File: src/rtl/rv_scoreboard_if.sv
// Issue/writeback/hazard bundle between the decode stage and the register scoreboard.
interface rv_scoreboard_if #(
    parameter int STALL_CNT_W = 16
);
    logic [31:0]            ifid_i;
    logic                   issue_valid;
    logic                   issue_we;
    logic [4:0]             issue_rd;
    logic                   wb_valid;
    logic [4:0]             wb_rd;
    logic                   flush;
    logic                   stall;
    logic                   pc_write;
    logic                   ifid_write;
    logic [31:0]            busy_vec;
    logic [STALL_CNT_W-1:0] stall_cycles;
    logic                   wb_err;

    modport master (
        output ifid_i, issue_valid, issue_we, issue_rd, wb_valid, wb_rd, flush,
        input  stall, pc_write, ifid_write, busy_vec, stall_cycles, wb_err
    );

    modport slave (
        input  ifid_i, issue_valid, issue_we, issue_rd, wb_valid, wb_rd, flush,
        output stall, pc_write, ifid_write, busy_vec, stall_cycles, wb_err
    );
endinterface

File: src/rtl/rv_scoreboard.sv
// Register scoreboard: 2-bit outstanding-write counters per architectural register,
// read-after-write stall generation, stall-cycle statistics and a sticky writeback error.
module rv_scoreboard #(
    parameter int STALL_CNT_W = 16
) (
    input logic        clk,
    input logic        rst_n,
    rv_scoreboard_if.slave sb
);
    logic [1:0]             cnt_reg  [1:31];
    logic [1:0]             cnt_next [1:31];
    logic [1:0]             cnt_view [0:31];
    logic                   busy_reg [1:31];
    logic [31:0]            busy_vec;
    logic [STALL_CNT_W-1:0] stall_cycles_reg;
    logic                   wb_err_reg;

    logic [4:0] rs1;
    logic [4:0] rs2;
    logic       stall;
    logic       issue_acc;
    logic       wb_hit;
    logic       wb_zero;

    assign rs1 = sb.ifid_i[19:15];
    assign rs2 = sb.ifid_i[24:20];

    // x0 never has a producer, so its view is hard-wired to an empty counter.
    assign cnt_view[0] = 2'd0;
    assign busy_vec[0] = 1'b0;

    // Stall only looks at registered state and current decode inputs, never at this cycle's writeback.
    assign stall = busy_vec[rs1] | busy_vec[rs2]
                 | (sb.issue_we && (sb.issue_rd != 5'd0) && (cnt_view[sb.issue_rd] == 2'd3));

    assign issue_acc = sb.issue_valid && !stall && sb.issue_we && (sb.issue_rd != 5'd0);
    assign wb_hit    = sb.wb_valid && (sb.wb_rd != 5'd0);
    assign wb_zero   = wb_hit && (cnt_view[sb.wb_rd] == 2'd0);

    generate
        for (genvar gi = 1; gi < 32; gi++) begin : g_cnt
            logic inc;
            logic dec;

            assign cnt_view[gi] = cnt_reg[gi];
            assign busy_vec[gi] = busy_reg[gi];

            always_comb begin
                inc          = issue_acc && (sb.issue_rd == 5'(gi));
                dec          = wb_hit && (sb.wb_rd == 5'(gi)) && (cnt_reg[gi] != 2'd0);
                cnt_next[gi] = cnt_reg[gi];
                if (sb.flush) begin
                    cnt_next[gi] = 2'd0;
                end else if (inc && !dec) begin
                    cnt_next[gi] = cnt_reg[gi] + 2'd1;
                end else if (dec && !inc) begin
                    cnt_next[gi] = cnt_reg[gi] - 2'd1;
                end
            end

            always_ff @(posedge clk or negedge rst_n) begin
                if (!rst_n) begin
                    cnt_reg[gi]  <= 2'd0;
                    busy_reg[gi] <= 1'b0;
                end else begin
                    cnt_reg[gi]  <= cnt_next[gi];
                    busy_reg[gi] <= (cnt_next[gi] != 2'd0);
                end
            end
        end
    endgenerate

    always_ff @(posedge clk or negedge rst_n) begin
        if (!rst_n) begin
            stall_cycles_reg <= '0;
            wb_err_reg       <= 1'b0;
        end else begin
            if (stall && (stall_cycles_reg != {STALL_CNT_W{1'b1}})) begin
                stall_cycles_reg <= stall_cycles_reg + 1'b1;
            end
            if (wb_zero) begin
                wb_err_reg <= 1'b1;
            end
        end
    end

    assign sb.stall        = stall;
    assign sb.pc_write     = ~stall;
    assign sb.ifid_write   = ~stall;
    assign sb.busy_vec     = busy_vec;
    assign sb.stall_cycles = stall_cycles_reg;
    assign sb.wb_err       = wb_err_reg;
endmodule

File: src/flat_wrapper.sv
// flat-port wrapper written by rule: the top's interface ports become plain ports
module rv_scoreboard_flat 
#(
    parameter int STALL_CNT_W = 16
)
  (clk, rst_n, sb_ifid_i, sb_issue_valid, sb_issue_we, sb_issue_rd, sb_wb_valid, sb_wb_rd, sb_flush, sb_stall, sb_pc_write, sb_ifid_write, sb_busy_vec, sb_stall_cycles, sb_wb_err);
  rv_scoreboard_if #(.STALL_CNT_W(STALL_CNT_W)) sb_i ();
  input logic clk;
  input logic rst_n;
  input wire logic [$bits(sb_i.ifid_i)-1:0] sb_ifid_i;
  input wire logic [$bits(sb_i.issue_valid)-1:0] sb_issue_valid;
  input wire logic [$bits(sb_i.issue_we)-1:0] sb_issue_we;
  input wire logic [$bits(sb_i.issue_rd)-1:0] sb_issue_rd;
  input wire logic [$bits(sb_i.wb_valid)-1:0] sb_wb_valid;
  input wire logic [$bits(sb_i.wb_rd)-1:0] sb_wb_rd;
  input wire logic [$bits(sb_i.flush)-1:0] sb_flush;
  output wire logic [$bits(sb_i.stall)-1:0] sb_stall;
  output wire logic [$bits(sb_i.pc_write)-1:0] sb_pc_write;
  output wire logic [$bits(sb_i.ifid_write)-1:0] sb_ifid_write;
  output wire logic [$bits(sb_i.busy_vec)-1:0] sb_busy_vec;
  output wire logic [$bits(sb_i.stall_cycles)-1:0] sb_stall_cycles;
  output wire logic [$bits(sb_i.wb_err)-1:0] sb_wb_err;
  assign sb_i.ifid_i = sb_ifid_i;
  assign sb_i.issue_valid = sb_issue_valid;
  assign sb_i.issue_we = sb_issue_we;
  assign sb_i.issue_rd = sb_issue_rd;
  assign sb_i.wb_valid = sb_wb_valid;
  assign sb_i.wb_rd = sb_wb_rd;
  assign sb_i.flush = sb_flush;
  assign sb_stall = sb_i.stall;
  assign sb_pc_write = sb_i.pc_write;
  assign sb_ifid_write = sb_i.ifid_write;
  assign sb_busy_vec = sb_i.busy_vec;
  assign sb_stall_cycles = sb_i.stall_cycles;
  assign sb_wb_err = sb_i.wb_err;
  rv_scoreboard #(.STALL_CNT_W(STALL_CNT_W)) u_core (.clk(clk), .rst_n(rst_n), .sb(sb_i));
endmodule
File: config.mk
export PLATFORM = sky130hd
export DESIGN_NAME = rv_scoreboard_flat
export DESIGN_NICKNAME = d
export VERILOG_FILES = /design/src/rtl/rv_scoreboard_if.sv /design/src/rtl/rv_scoreboard.sv /design/src/flat_wrapper.sv
export SDC_FILE = /design/constraint.sdc
export NUM_CORES = 1
export LEC_CHECK = 0
export CAP_MARGIN = 20
export CORE_ASPECT_RATIO = 0.9
export CORE_MARGIN = 2
export CORE_UTILIZATION = 50
export DETAILED_ROUTE_END_ITERATION = 16
export GPL_TIMING_DRIVEN = 0
export PLACE_DENSITY = 0.73
export SKIP_LAST_GASP = 1
export SLEW_MARGIN = 20
export SYNTH_ARGS = -nofsm -noshare
export SYNTH_HDL_FRONTEND = slang
export SYNTH_SLANG_ARGS = --single-unit
File: constraint.sdc
create_clock -name clk -period 4 [get_ports clk]
set_input_delay 0.8 -clock clk [delete_from_list [all_inputs] [get_ports clk]]
set_output_delay 0.8 -clock clk [all_outputs]
set_load 0.005 [all_outputs]
==> metrics.md <==
| Metric | Value |
|---|---|
| Global-route track usage on met3 | `0.0795` |
| Wire length of the first global-routing pass | `around 42000 um` |
| Clock sink count | `110` |
| Initial antenna violation count | `2` |
| Reg-to-reg critical path startpoint | `u_core.sb.busy_vec[9]$_DFF_PN0_` |
| Final clock period utilization by the worst path | `1.02` |
| Overall die height | `about 130 um` |
| Drc violations | `0` |
| Power per Cell Area | `about 270 nW/um^2` |
| Number of buffers inserted for hold repair after clock tree synthesis | `0` |
| Worst slack, placed | `-1150 ps` |
| Worst-skew pair later-pin latency | `between 300 and 400 ps` |
| Post-synthesis compound-gate area fraction | `0.184` |
| Power spent charging and discharging nets | `786 uW` |
| Worst setup slack after layout | `-75.0 ps` |
| Net count after synthesis | `1063` |
| Most frequent cells in the layout | `110 x sky130_fd_sc_hd__dfrtp_1, 94 x sky130_fd_sc_hd__nor2_1, 74 x sky130_fd_sc_hd__inv_1` |
| Async S/R FF share, synth | `1.00` |
| Slew @ Worst Pin | `roughly 960 ps` |
| Data arrival time of the critical path | `roughly 4300 ps` |
| CP Capture Point | `u_core.sb.busy_vec[3]$_DFF_PN0_` |
| Simple-gate portion of the synthesized area | `0.233` |
| Multi-input gate area in the final layout | `about 5300 um^2` |
| RSZ-0062 raised after global routing | `no` |
| Pin count of the biggest net entering global routing | `70` |
| Initial Util | `0.507` |
| Critical path type | `in2reg` |
| Setup slack, reg-to-reg | `about 350 ps` |
| Worst-case clock skew | `8.70 ps` |
| Ratio of routed vias to standard cells | `6.47` |
| Total length of routed wires | `27500 um` |
| First-pass detailed-route iteration total | `7` |
| Setup TNS | `-75.0 ps` |
| Cts bufs inserted | `9` |
| Register area | `between 2000 and 3000 um^2` |
| Filler Cells Inserted | `1545` |
| Gp weighted congestion | `1.02` |
| Count of endpoints failing setup in the final report | `1` |
| Number of synthesized flops with an enable pin | `0` |
| Average detailed-routed wire length per instance | `~21 um` |
| Total die area | `around 18000 um^2` |
| Library cell used as clock root buffer | `sky130_fd_sc_hd__clkbuf_16` |
| Most common cell after layout, fill and taps aside | `sky130_fd_sc_hd__dfrtp_1` |
| Max Transition Viols Final | `0` |
| Required time of the worst setup path | `between 4000 and 5000 ps` |
| Fin cells | `1286` |
| Combinational family with the most area after synthesis | `simple AND/OR/NAND/NOR gates` |
| Share of final-layout standard cells stronger than drive strength 1 | `0.112` |
| Startpoint of the worst setup timing path | `sb_wb_rd[0]` |
| Met2 track utilization from global routing | `0.457` |
| Via count of the first global-routing pass | `about 7.7k` |
| Minimum period implied by the final worst setup slack | `just over 4000 ps` |
| Antenna Diode Count | `0` |
| Violations in the final reports | `setup timing` |
| Row cnt | `between 40 and 50` |
| Count of vias placed by the detailed router | `~8.3k` |
| Number of hold violations in the final report | `0` |
| Combinational power share | `0.191` |
| Max FFs per register | `62` |
| Area of the mapped netlist | `8480 um^2` |
| Internal power consumption | `approximately 1.9 mW` |
| Maximum buffer depth of the clock tree | `2` |
| Area inside the core boundary | `approximately 17000 um^2` |
| TritonCTS clock tree | `done` |
| Number of distinct library cell variants in the gate-level netlist after synthesis | `between 70 and 80` |
| Maximum clock rate | `roughly 0.25 GHz` |
| Ports placed on the boundary | `100` |
| Post-Syn Instances | `983` |
| H-tree Lvls | `3` |
| Switching portion of total power | `0.295` |
| Crit end category | `register` |
| Rel. slew slack | `0.358` |
| Total half-perimeter wirelength after legalization and detailed placement | `between 20000 and 25000 um` |
| Post-layout nets | `about 1.2k` |
| Fraction of power consumed by sequential logic | `0.453` |
| Cell depth of the worst flop-to-flop path | `9` |
| Initial DRC count | `about 1.0k` |
| Met1 layer usage reported by global route | `0.418` |
| Worst hold path class | `in2async` |
| Endpoint of the lowest-slack register-to-register path | `u_core.sb.busy_vec[3]$_DFF_PN0_` |
| Clock network power share | `0.356` |
| Clock transition time at the flip-flop clock pins of the worst setup and hold paths | `70 ps` |
| Run status | `complete, but fails checks` |
| Primary FF master, synth | `sky130_fd_sc_hd__dfrtp_1` |
| Port buffer count | `between 60 and 70` |
| Area added between synthesis and finish | `17.2%` |
| Final antenna-violating net count | `0` |
| Avg Inst Size Synth | `about 8.6 um^2` |
| Cell total after placement | `approximately 1.3k` |
| Total grt overflow | `0` |
| Critical path peak fanout | `10` |
| Warnings, synthesis | `0` |
| MaxCap Viol Count | `0` |
| Parity-gate share of the synthesized area counting xor and xnor cells | `0.0362` |
| Multiplexer fraction of the synthesized cell area | `0.113` |
| Proportion of synthesized chip area in sequential cells | `0.325` |
| Total of flip-flops plus latches after synthesis | `110` |
| Adder-cell area share of the yosys netlist | `0.0472` |
| Kind of start point of the critical path | `primary input` |
| Die outline width | `approximately 140 um` |
| Lkg Pwr | `between 3 and 4 nW` |
| Tot GR Track Use | `0.306` |
| Global routing's busiest layer | `met2` |
| Worst IR drop on VDD | `0.278 mV` |
## stage by stage
step                power [mW]   util  hold slack, ps  area (um^2)
floorplan                 1.47      -             446         8480
global placement          1.69  0.562             443         9400
detailed placement        1.70  0.564             446         9430
CTS                       2.66  0.590             357         9870
global route              2.76  0.595             371         9940
finish                    2.66  0.595             337         9940
## layer usage
metal,vias up,wire [um]
met5,-,0
met4,0,1120
met3,90,2970
met2,495,11700
met1,3900,11800
li1,3832,-
## cells by family (layout without fill, tap and decap cells)
kind of cell,Yosys count,count (layout)
flip-flops,110,110
XOR/XNOR,35,35
AO/OA/AOI/OAI,221,221
multiplexers,73,73
buffers and inverters,130,222
other,1,1
AND/OR/NAND/NOR,381,381
adder cells (fa/ha/maj),32,32
## critical path: stages
cell,delay (ps)
sky130_fd_sc_hd__clkdlybuf4s50_1,690
sky130_fd_sc_hd__clkbuf_1,620
sky130_fd_sc_hd__nand4_1,510
sky130_fd_sc_hd__or3_1,480
sky130_fd_sc_hd__and3_1,240
sky130_fd_sc_hd__mux2_2,270
sky130_fd_sc_hd__a221oi_1,640
## area by class of cell
class	instances	share of cell area
Clock inverter	4	0.00566
Buffer	54	0.0293
Tap cell	211	0.0266
Sequential cell	110	0.277
Multi-Input combinational cell	743	0.532
Timing Repair Buffer	76	0.0761
Inverter	76	0.0289
Clock buffer	12	0.0248
## cells in the mapped netlist, drive strengths merged (8+ instances only)
cell	n	area, um^2
nor3	67	340
nor4	10	68.8
nor2b	10	62.6
o21ai	32	160
and3	12	75.1
a211oi	11	95.1
o21a	14	105
clkbuf	39	146
o211ai	15	113
mux4	15	338
nand4	20	125
xnor2	33	289
a221oi	17	155
mux2i	30	300
mux2	28	319
inv	75	282
nor2	95	357
ha	32	400
o31a	8	70.1
nand3	42	210
buf	15	95.1
or3	26	178
or4	14	105
nand2	49	184
a31oi	9	56.3
dfrtp	110	2750
a21oi	52	260
## power by group through the flow
stage / Sequential [mW] / Combinational, mW / Clock (mW)
floorplan: 1.22 / 0.246 / 0
global placement: 1.23 / 0.467 / 0
detailed placement: 1.22 / 0.478 / 0
CTS: 1.20 / 0.497 / 0.957
global route: 1.21 / 0.546 / 1.00
finish: 1.21 / 0.509 / 0.947
## what timing repair did
action | in CTS | in global routing
setup buffers | 6 | 3
endpoints found under the hold margin | 0 | 0
pin swaps | 3 | 2
gates resized for setup | 31 | 19
endpoints found under the setup margin | 57 | 18
## worst min-delay path by stage
stage	start	to	slack [ps]	depth (start not counted)
after global routing	rst_n	u_core.sb.stall_cycles[9]$_DFFE_PN0P_	370	1
after floorplan	u_core.cnt_reg[32]$_DFF_PN0_	u_core.sb.busy_vec[15]$_DFF_PN0_	450	1
after detailed placement	u_core.sb.wb_err$_DFFE_PN0P_	u_core.sb.wb_err$_DFFE_PN0P_	450	1
after global placement	u_core.sb.wb_err$_DFFE_PN0P_	u_core.sb.wb_err$_DFFE_PN0P_	440	1
final	rst_n	u_core.sb.stall_cycles[8]$_DFFE_PN0P_	340	1
after CTS	rst_n	u_core.sb.stall_cycles[9]$_DFFE_PN0P_	360	1
No activity file was read; power rests on OpenSTA's default activity.
